<file path="config.mk">
export PLATFORM = sky130hd
export DESIGN_NAME = btn_debounce
export DESIGN_NICKNAME = d
export VERILOG_FILES = /design/src/rtl/btn_pkg.sv /design/src/rtl/sync_2ff.sv /design/src/rtl/btn_debounce.sv
export SDC_FILE = /design/constraint.sdc
export NUM_CORES = 1
export LEC_CHECK = 0
export ABC_AREA = 1
export CAP_MARGIN = 20
export CORE_MARGIN = 5
export CORE_UTILIZATION = 35
export CTS_CLUSTER_DIAMETER = 50
export DETAILED_ROUTE_END_ITERATION = 8
export GPL_ROUTABILITY_DRIVEN = 1
export GPL_TIMING_DRIVEN = 0
export PLACE_DENSITY = 0.57
export SLEW_MARGIN = 0
export SYNTH_ARGS = -nofsm -noshare
export SYNTH_HDL_FRONTEND = slang
export SYNTH_SLANG_ARGS = --single-unit
</file>
<file path="constraint.sdc">
create_clock -name CLK -period 3.5 [get_ports CLK]
set_input_delay 0.7 -clock CLK [delete_from_list [all_inputs] [get_ports CLK]]
set_output_delay 0.7 -clock CLK [all_outputs]
set_load 0.05 [all_outputs]
</file>
<file path="src/rtl/btn_pkg.sv">
// Shared types and elaboration helpers for the push-button conditioning blocks.
package btn_pkg;

  typedef enum logic [1:0] {
    IDLE    = 2'd0,
    PRESSED = 2'd1,
    HELD    = 2'd2
  } btn_state_t;

  function automatic int unsigned ms_to_cycles(input int unsigned sys_clk,
                                               input int unsigned ms);
    return sys_clk / 1000 * ms;
  endfunction

  // Counter width able to hold 0..n-1, never narrower than one bit.
  function automatic int unsigned cnt_width(input int unsigned n);
    return (n < 2) ? 1 : $clog2(n);
  endfunction

endpackage

</file>
<file path="src/rtl/sync_2ff.sv">
// Two-flop synchroniser for a single asynchronous input; both flops reset to RST_VAL.
module sync_2ff #(
  parameter logic RST_VAL = 1'b1
) (
  input  logic clkout,
  input  logic rst_n,
  input  logic d,
  output logic q
);

  logic meta;

  always_ff @(posedge clkout or negedge rst_n) begin
    if (!rst_n) begin
      meta <= RST_VAL;
      q    <= RST_VAL;
    end else begin
      meta <= d;
      q    <= meta;
    end
  end

endmodule

</file>
<file path="src/rtl/btn_debounce.sv">
// Synchronise, debounce and classify an active-low push-button into a clean level
// plus single-cycle press / release / short-click / long-press strobes.
//
//   state   | meaning
//   IDLE    | debounced level released, waiting for a press
//   PRESSED | pressed, hold time below the long-press threshold
//   HELD    | long press already reported, waiting for release
module btn_debounce
  import btn_pkg::*;
#(
  parameter int unsigned SYS_CLK     = 100000000,
  parameter int unsigned DEBOUNCE_MS = 10,
  parameter int unsigned LONG_MS     = 1000
) (
  input  logic CLK,
  input  logic RESETBTN,
  input  logic BTN_N,
  output logic LEVEL,
  output logic PRESS,
  output logic RELEASE,
  output logic SHORT,
  output logic LONG
);

  localparam int unsigned DB_CYCLES   = ms_to_cycles(SYS_CLK, DEBOUNCE_MS);
  localparam int unsigned LONG_CYCLES = ms_to_cycles(SYS_CLK, LONG_MS);
  localparam int unsigned DB_W        = cnt_width(DB_CYCLES);
  localparam int unsigned HOLD_W      = cnt_width(LONG_CYCLES);

  localparam logic [DB_W-1:0]   DB_LAST   = DB_W'(DB_CYCLES - 1);
  localparam logic [HOLD_W-1:0] HOLD_LAST = HOLD_W'(LONG_CYCLES - 1);

  logic              btn_sync;
  logic              pressed_s;
  logic [DB_W-1:0]   db_cnt;
  logic              db_done;
  logic              rise_evt;
  logic              fall_evt;

  btn_state_t        state_q, state_d;
  logic [HOLD_W-1:0] hold_q, hold_d;
  logic              press_d, release_d, short_d, long_d;

  sync_2ff #(
    .RST_VAL (1'b1)
  ) u_sync (
    .clkout (CLK),
    .rst_n  (RESETBTN),
    .d      (BTN_N),
    .q      (btn_sync)
  );

  assign pressed_s = ~btn_sync;

  // The FSM reacts to the toggle decision itself so its strobes line up
  // with the edge on which LEVEL changes.
  assign db_done  = (pressed_s != LEVEL) && (db_cnt == DB_LAST);
  assign rise_evt = db_done && !LEVEL;
  assign fall_evt = db_done && LEVEL;

  always_ff @(posedge CLK or negedge RESETBTN) begin
    if (!RESETBTN) begin
      db_cnt <= '0;
      LEVEL  <= 1'b0;
    end else if (pressed_s == LEVEL) begin
      db_cnt <= '0;
    end else if (db_cnt == DB_LAST) begin
      db_cnt <= '0;
      LEVEL  <= ~LEVEL;
    end else begin
      db_cnt <= db_cnt + DB_W'(1);
    end
  end

  always_ff @(posedge CLK or negedge RESETBTN) begin
    if (!RESETBTN) begin
      state_q <= IDLE;
      hold_q  <= '0;
      PRESS   <= 1'b0;
      RELEASE <= 1'b0;
      SHORT   <= 1'b0;
      LONG    <= 1'b0;
    end else begin
      state_q <= state_d;
      hold_q  <= hold_d;
      PRESS   <= press_d;
      RELEASE <= release_d;
      SHORT   <= short_d;
      LONG    <= long_d;
    end
  end

  always_comb begin
    state_d   = state_q;
    hold_d    = hold_q;
    press_d   = 1'b0;
    release_d = 1'b0;
    short_d   = 1'b0;
    long_d    = 1'b0;
    case (state_q)
      IDLE: begin
        if (rise_evt) begin
          state_d = PRESSED;
          press_d = 1'b1;
          hold_d  = '0;
        end
      end
      PRESSED: begin
        // Release takes priority over reaching the long threshold on the same edge.
        if (fall_evt) begin
          state_d   = IDLE;
          release_d = 1'b1;
          short_d   = 1'b1;
        end else if (hold_q == HOLD_LAST) begin
          state_d = HELD;
          long_d  = 1'b1;
        end else begin
          hold_d = hold_q + HOLD_W'(1);
        end
      end
      HELD: begin
        if (fall_evt) begin
          state_d   = IDLE;
          release_d = 1'b1;
        end
      end
      default: state_d = IDLE;
    endcase
  end

endmodule

</file>
==> results_dict.tcl <==
set metrics [dict create \
    postCtsSetupBuffers 0 \
    largest-register "hold_q" \
    clock_sinks 56 \
    htreeDepth 2 \
    start_util 0.359 \
    clk_latency_ps 330 \
    io_buffers 7 \
    ys_seq_area_frac 0.400 \
    die_y_um 110 \
    drive_gt1_frac 0.0634 \
    multi_input_area_um2 1830 \
    worstSetupPathType "reg2out" \
    place_congestion 0.968 \
    gr-total-overflow 0 \
    grt_max_degree 30 \
    fin_crit_sh 0.650 \
    cts_resized 0 \
    max-slew-margin-rel 0.550 \
    row_count 36 \
    synth_top_area_cell "dfrtp_1" \
    cp.required_ps 2800 \
    synth_top_cells_by_count "nand2_1, nor2_1, dfrtp_1" \
    power_density_nw_per_um2 280 \
    via_per_inst 4.79 \
    synth_top_area_frac 0.385 \
    wirelength_um 8210 \
    wl_met1_um 4140 \
    diodes 0 \
    hold_viol 0 \
    finalNonFillerCells 669 \
    numCtsBuffers 5 \
    highest_layer "met4" \
    syn_area_um2 3510 \
    max_freq_ghz 0.440 \
    outcome "completed" \
    fillers 1059 \
    die_area_um2 12100 \
    grt_setup_unrepaired "false" \
    grt_pass1_vias 3090 \
    fin_skew_ps 19.0 \
    final_antenna_net_count 0 \
    cts_tree "built" \
    ys.flop_type "dfrtp_1" \
    slowest_delay_ps 830 \
    wl_met3_um 338 \
    cap_violations 0 \
    drc 0 \
    hold_class "reg2reg" \
    ys_warn_count 0 \
    path_max_fanout 4 \
    grt.total_usage 0.150 \
    synthToLayoutAreaGrowth_pct 9.96 \
    crit_buf_inv 1 \
    antenna_found_initial 0 \
    critPathSlowestCell "clkdlybuf4s50_1" \
    largestRegisters "hold_q (27), db_cnt (20), state_q (2)" \
    min_period_ps 2280 \
    yosysMostFrequentCell "nand2_1" \
    vias 3207 \
    ir_drop_mv 0.207 \
    path_cells "clkdlybuf4s50_1" \
    synthCells 520 \
    fin_util 0.394 \
    cts_root_buffer "clkbuf_8" \
    dp_hpwl_um 6310 \
    syn_area_per_cell_um2 6.74 \
    synth_area_leaders "dfrtp_1, nand2_1, nor2_1" \
    largest_reg_flops 27 \
    p_leak_uw 0.00170 \
    io_pins 8 \
    slew_violations 0 \
    placed_cells 661 \
    die_x_um 110 \
    crit_path_start_kind "register" \
    crit_path_end_kind "primary output" \
    cts_buffer_depth 2 \
    cp.arrival_ps 1580 \
    fin_setup_tns_ps 0 \
    path_delay_family "buffers and inverters" \
    cts-hold-fix-buffers 0 \
    tightest_slew_ps 675 \
    synth_edf_count 0 \
    core_um2 9770 \
    firstDrtPassIters 5 \
    ys_ff_latch 56 \
    ys_async_sr_fraction 1.00 \
    hold_start "u_sync.meta" \
    crit_start "LEVEL" \
    r2r-start "hold_q[0]" \
    regArea_um2 1400 \
    drt_iter0_markers 225 \
    fin_nets 543 \
    wl_per_cell_um 12.3 \
    clkTransAtPathRegs_ps 120 \
    synth_nets 528 \
    ys_types 28 \
    grt_pass1_wl_um 14500 \
    wl_met2_um 3620 \
    setup_violations 0 \
]
[area by class of cell]
cell class                 count  area share
multi-input combinational    403       0.475
sequential                    56       0.364
inverter                      51      0.0497
tap                          133      0.0432
timing repair buffer           8      0.0221
buffer                        10      0.0208
clock buffer                   5      0.0179
clock inverter                 3     0.00747
[layer usage]
| layer | up-vias | GRT usage |
|---|---|---|
| li1 | 1666 | - |
| met1 | 1478 | 0.213 |
| met2 | 55 | 0.238 |
| met3 | 8 | 0.0198 |
| met4 | 0 | 0.0410 |
| met5 | - | 0 |
[stage by stage]
stage | cell area [µm²] | worst slack (ps) | hold slack, ps | power (µW)
3_5_place_dp | 3760 | 1450 | 348 | 696
5_1_grt | 3850 | 1160 | 374 | 1130
2_1_floorplan | 3510 | 1800 | 345 | 676
3_3_place_gp | 3740 | -96.2 | 347 | 694
6_report | 3850 | 1220 | 364 | 1080
4_1_cts | 3850 | 1200 | 366 | 1100
[power by group]
group / total, µW / leakage [µW] / switching (µW) / internal [µW]
Sequential: 654 / 0.000773 / 2.35 / 652
Combinational: 28.4 / 0.000878 / 20.4 / 7.96
Clock: 397 / 0.0000511 / 245 / 152
Total: 1080 / 0.00170 / 268 / 812
[logic make-up (layout without fill, tap and decap cells)]
logic type	count (synthesis)	count (layout)	share of synthesized area
flip-flops	56	56	0.400
buffers and inverters	61	77	0.0774
AND/OR/NAND/NOR	357	357	0.431
XOR/XNOR	10	10	0.0250
AO/OA/AOI/OAI	31	31	0.0478
adder cells (fa/ha/maj)	5	5	0.0178
[path summary, 6_finish.rpt]
kind	depth (start not counted)	slack [ps]	endpoint
worst max-delay path	1	1220	LEVEL
worst min-delay path	0	360	u_sync.q
worst max register to register	8	1400	hold_q[20]
worst min register to register	0	360	u_sync.q
max in group asynchronous	2	2510	db_cnt[11]
min in group asynchronous	1	400	hold_q[25]
[layout by cell type, fill, tap and decap left out]
master / count
inv_2: 1
dfrtp_1: 54
a21oi_1: 13
clkinv_1: 1
buf_2: 5
nand2_1: 172
xnor2_1: 3
clkbuf_1: 2
inv_8: 1
o21ai_0: 13
ha_1: 5
nand2_2: 6
nand3_4: 1
o21a_1: 2
clkdlybuf4s50_1: 6
nor2_1: 99
nand2_8: 1
nand2_4: 1
inv_1: 49
clkbuf_8: 5
nor2_2: 3
buf_12: 1
nor3b_1: 1
buf_8: 2
dfstp_2: 2
nand4_1: 9
nand3_1: 49
buf_6: 2
nor2_4: 1
a211oi_1: 3
nor3_1: 14
xor2_1: 7
inv_6: 2
No activity file was read; power rests on OpenSTA's default activity.
==> RTL edit 1 (same flow settings) <==
`hold_q` no longer has a reset.
--- a/src/rtl/btn_debounce.sv
+++ b/src/rtl/btn_debounce.sv
@@ -76,5 +76,4 @@
     if (!RESETBTN) begin
       state_q <= IDLE;
-      hold_q  <= '0;
       PRESS   <= 1'b0;
       RELEASE <= 1'b0;
@@ -83,5 +82,4 @@
     end else begin
       state_q <= state_d;
-      hold_q  <= hold_d;
       PRESS   <= press_d;
       RELEASE <= release_d;
@@ -89,4 +87,8 @@
       LONG    <= long_d;
     end
+  end
+
+  always_ff @(posedge CLK) begin
+    hold_q <= hold_d;
   end
 
Formal check against the unedited RTL: no difference found for any inputs over 10 cycles, from zero or initial values and one cycle with RESETBTN low; that may be too few to reach the edited logic, so the function may still have changed.
==> RTL edit 1 against the unedited design <==
Sequential power rose by 5.8%; routed wire length fell by 17%; sequential share of layout area rose by 4.5 points; worst setup slack improved by 0.010 ns; cell area fell by 2.5%; total power rose by 8.2%; area after synthesis fell by 4.5%; sequential cell count did not move; critical path type unchanged.
==> RTL edit 1: results (changes against the unedited design) <==
* Ratio of cells with drive above 1 in the final layout at 15.2% (+8.8 points)
* Layout fillers at 975 (-7.9%)
* Post-Syn Nets at 406 (-23%)
* Pleak at 1.77 nW (+4.0%)
* Worst r2r src: hold_q[0]$_SDFFCE_PN0P_
* Top cells by count, synth: 69 x nand2_1, 56 x nor2_1, 46 x inv_1
* Worst Path Arrival at 1.56 ns (-0.02 ns)
* Crit path largest cell delay at 0.83 ns (about the same)
* Nets at 422 (-22%)
* Layout Skew at 0.00551 ns (-0.0135 ns)
* Post-synth EDFFs at 27 (+27)
* R2R Setup Slk at 1.25 ns (-0.15 ns)
* Postcts setup bufs at 0 (unchanged)
* Post-placement worst setup slack at 1.24 ns (-0.206 ns)
* GRT Util Overall at 12.9% (-2.1 points)
* FF-to-FF End: hold_q[2]$_SDFFCE_PN0P_
* Mapped Cells at 398 (-23%)
* H-Tree Depth at 2 (unchanged)
* Slew HR at 61.7% (+6.7 points)
* Run status: completed
* Wire length per cell at 12.6 µm (+2.5%)
* Post-synthesis cell type count at 41 (+46%)
* Pin count of the biggest net entering global routing at 20 (-33%)
* Ys async rst share at 51.8% (-48 points)
* Clock transition at path regs at 0.10 ns (-0.02 ns)
* Met2 Wirelength at 3.30 mm (-8.6%)
* VDD IR-drop max at 173 µV (-16%)
* Top FF cell, synth: edfxtp_1
* Sequential fraction of the synthesis area at 46.0% (+5.9 points)
* Placed cell count at 536 (-19%)
RTL edit 1: per-stage QoR:
stage               hold slack [ns]  instance area [µm²]  total power, mW
floorplan                     0.345                 3350            0.718
global placement              0.346                 3580            0.730
detailed placement            0.347                 3640            0.734
CTS                           0.363                 3760             1.18
global route                  0.369                 3760             1.21
finish                        0.361                 3760             1.17
RTL edit 1: cell families after synthesis:
kind of cell | after synthesis | synth area share, %
AO/OA/AOI/OAI | 49 | 8.49
XOR/XNOR | 10 | 2.62
flip-flops | 56 | 46.0
adder cells (fa/ha/maj) | 5 | 1.87
AND/OR/NAND/NOR | 224 | 34.8
buffers and inverters | 54 | 6.21
RTL edit 1: power by group:
part / total (mW) / internal (mW) / switching [mW]
Sequential: 0.692 / 0.689 / 0.00304
Clock: 0.448 / 0.217 / 0.232
Combinational: 0.0271 / 0.0103 / 0.0168
Total: 1.17 / 0.916 / 0.251
RTL edit 1: layout make-up:
cell class                      count  area, µm²  share of cell area [%]
Clock inverter                      3       45.0                    1.20
Inverter                           52        200                    5.33
Sequential cell                    56       1540                    40.9
Timing Repair Buffer                9        125                    3.33
Tap cell                          129        161                    4.29
Multi-Input combinational cell    288       1610                    42.9
Buffer                              2       7.51                   0.200
Clock buffer                        5       68.8                    1.83
RTL edit 1: how the worst max path moves through the flow:
stage                               end  slack (ns)                    start
2_1_floorplan   hold_q[0]$_SDFFCE_PN0P_        0.59        LEVEL$_DFFE_PN0N_
3_3_place_gp    hold_q[7]$_SDFFCE_PN0P_       -0.18      db_cnt[0]$_DFF_PN0_
3_5_place_dp    hold_q[4]$_SDFFCE_PN0P_        1.24  hold_q[0]$_SDFFCE_PN0P_
4_1_cts                           LEVEL        1.21        LEVEL$_DFFE_PN0N_
5_1_grt        hold_q[12]$_SDFFCE_PN0P_        1.11  hold_q[0]$_SDFFCE_PN0P_
6_report                          LEVEL        1.24        LEVEL$_DFFE_PN0N_
RTL edit 1: worst reg2reg max path, cell delays in order, from the launching register on:
cell and delay, ns:
edfxtp_1 0.47, ha_1 0.26, nand2_2 0.09, inv_2 0.05
nand2_2 0.08, nor2_4 0.08, nand3_1 0.09, nand3_1 0.16
a21boi_4 0.47, buf_16 0.22
RTL edit 1: per-layer routing:
layer | up-vias | GRT usage, %
met5 | - | 0
met4 | 0 | 2.71
met3 | 8 | 2.22
met2 | 20 | 21.7
met1 | 1182 | 17.3
li1 | 1352 | -
==> RTL edit 2 (same settings) <==
Without the edit above. `RST_VAL` is set to 1'b1 in 2 places; all go to 1'b0.
--- a/src/rtl/sync_2ff.sv
+++ b/src/rtl/sync_2ff.sv
@@ -1,5 +1,5 @@
 // Two-flop synchroniser for a single asynchronous input; both flops reset to RST_VAL.
 module sync_2ff #(
-  parameter logic RST_VAL = 1'b1
+  parameter logic RST_VAL = 1'b0
 ) (
   input  logic clkout,
--- a/src/rtl/btn_debounce.sv
+++ b/src/rtl/btn_debounce.sv
@@ -43,5 +43,5 @@
 
   sync_2ff #(
-    .RST_VAL (1'b1)
+    .RST_VAL (1'b0)
   ) u_sync (
     .clkout (CLK),
Formal check against the unedited RTL: no difference found for any inputs over 10 cycles, from zero or initial values and one cycle with RESETBTN low; that may be too few to reach the edited logic, so the function may still have changed.
==> RTL edit 2 against the unedited design <==
Clock skew is 0.0061 ns lower; worst setup slack better by 0.014 ns; final cell count did not move; via count down 0.44%; combinational power grew 3%; fmax is 0.61% higher; area after synthesis is essentially flat; sequential cell count unchanged; routed wire length up 4.9%; clock power down 4%; largest power group unchanged; critical path depth unchanged; total power fell by 1.5%; cell area down 0.23%; largest cell class unchanged.
==> RTL edit 2: results (changes against the unedited design) <==
* Number of global-route vias before repair at 2973 (-3.8%)
* Top flop regs: hold_q (27), db_cnt (20), state_q (2)
* Pleak at 1.70 nW (about the same)
* Layout fillers at 1098 (+3.7%)
* Post-placement worst setup slack at 1.38 ns (-0.0721 ns)
* Post-synthesis compound-gate area fraction at 4.79% (about the same)
* Top FF cell, synth: dfrtp_1
* Crit-path slowest cell: clkdlybuf4s50_1
* Hold Slack at 0.336 ns (-0.0287 ns)
* Top cells by count, synth: 172 x nand2_1, 99 x nor2_1, 56 x dfrtp_1
* Period utilization at 64.6% (-0.39 points)
* Adder-cell share of the synthesized area at 1.79% (about the same)
* XOR/XNOR share of the synthesized area at 2.50% (about the same)
* Dpl cell area at 3750 µm² (about the same)
* Worst Path Arrival at 1.56 ns (-0.02 ns)
* Post-synthesis cell type count at 27 (-3.6%)
* DRT Pass-1 Iters at 5 (unchanged)
* Grt met3 use at 2.56% (+0.58 points)
* Wire length per cell at 12.9 µm (+4.9%)
* GR Layer Usage met2 at 23.4% (-0.43 points)
* Crit path largest cell delay at 0.84 ns
* Post-DP HPWL at 6.51 mm (+3.1%)
* Post-Syn Nets at 528 (unchanged)
* Vias at 3193 (-0.44%)
* Hold Path Class: primary input to asynchronous set/reset pin
* VDD IR-drop max at 203 µV (-1.7%)
* Run status: completed
* GRT Util Overall at 15.5% (+0.54 points)
* Ratio of cells with drive above 1 in the final layout at 5.97% (-0.37 points)
* Sequential fraction of the synthesis area at 40.0% (-0.043 points)
* First-pass GRT wire length at 14.8 mm (+2.3%)
* DRT iter0 DRCs at 163 (-28%)
* Met1 GRT Util at 23.2% (+1.9 points)
* H-Tree Depth at 2 (unchanged)
* Placer congestion estimate at 0.882 (-9.0%)
* Layout Skew at 0.0129 ns (-0.00607 ns)
* Slew HR at 64.1% (+9.1 points)
* Pin count of the biggest net entering global routing at 35 (+17%)
* Postcts setup bufs at 0 (unchanged)
* Synth top area cells: dfrtp_1 40%, nand2_1 18%, nor2_1 11%, nand3_1 7.0%, inv_1 5.3%
* Crit path max fanout at 4 (unchanged)
-- RTL edit 2: path summary, 6_finish.rpt --
path	startpoint	endpoint	cells past startpoint
setup / recovery	LEVEL$_DFFE_PN0N_	LEVEL	1
hold / removal	RESETBTN	hold_q[23]$_DFFE_PN0P_	1
setup reg to reg	hold_q[0]$_DFFE_PN0P_	hold_q[20]$_DFFE_PN0P_	8
hold reg to reg	u_sync.meta$_DFF_PN0_	u_sync.q$_DFF_PN0_	0
max in group asynchronous	RESETBTN	db_cnt[7]$_DFF_PN0_	2
min in group CLK	u_sync.meta$_DFF_PN0_	u_sync.q$_DFF_PN0_	0
-- RTL edit 2: stage by stage --
step | power (mW) | instances
5_1_grt | 1.12 | 669
6_report | 1.06 | 669
3_5_place_dp | 0.697 | 661
3_3_place_gp | 0.694 | 660
2_1_floorplan | 0.675 | 520
4_1_cts | 1.09 | 669
-- RTL edit 2: cells by family after synthesis --
| group | count (synthesis) |
|---|---|
| DFF | 56 |
| buffers and inverters | 61 |
| and+or+nand+nor | 357 |
| AOI/OAI and AO/OA | 31 |
| xor gates and xnor gates | 10 |
| adders and majority gates | 5 |
-- RTL edit 2: layer usage --
metal | vias to the layer above | share of wire (%)
met1 | 1475 | 51
li1 | 1661 | -
met4 | 0 | 0.95
met3 | 9 | 4.1
met2 | 48 | 44
met5 | - | 0
-- RTL edit 2: report_power, final --
group          switching (mW)  leakage [nW]  total (mW)  internal, mW
combinational          0.0211         0.878      0.0292       0.00804
sequential            0.00242         0.776       0.653         0.651
clock                   0.236        0.0485       0.381         0.144
total                   0.260          1.70        1.06         0.803
-- RTL edit 2: final cells by class --
cell class	count	area [µm²]	share of cell area, %
Timing Repair Buffer	8	85.1	2.21
Buffer	10	80.1	2.08
Inverter	51	191	4.98
Clock inverter	3	22.5	0.586
Tap cell	133	166	4.33
Multi-Input combinational cell	403	1830	47.6
Sequential cell	56	1400	36.4
Clock buffer	5	68.8	1.79
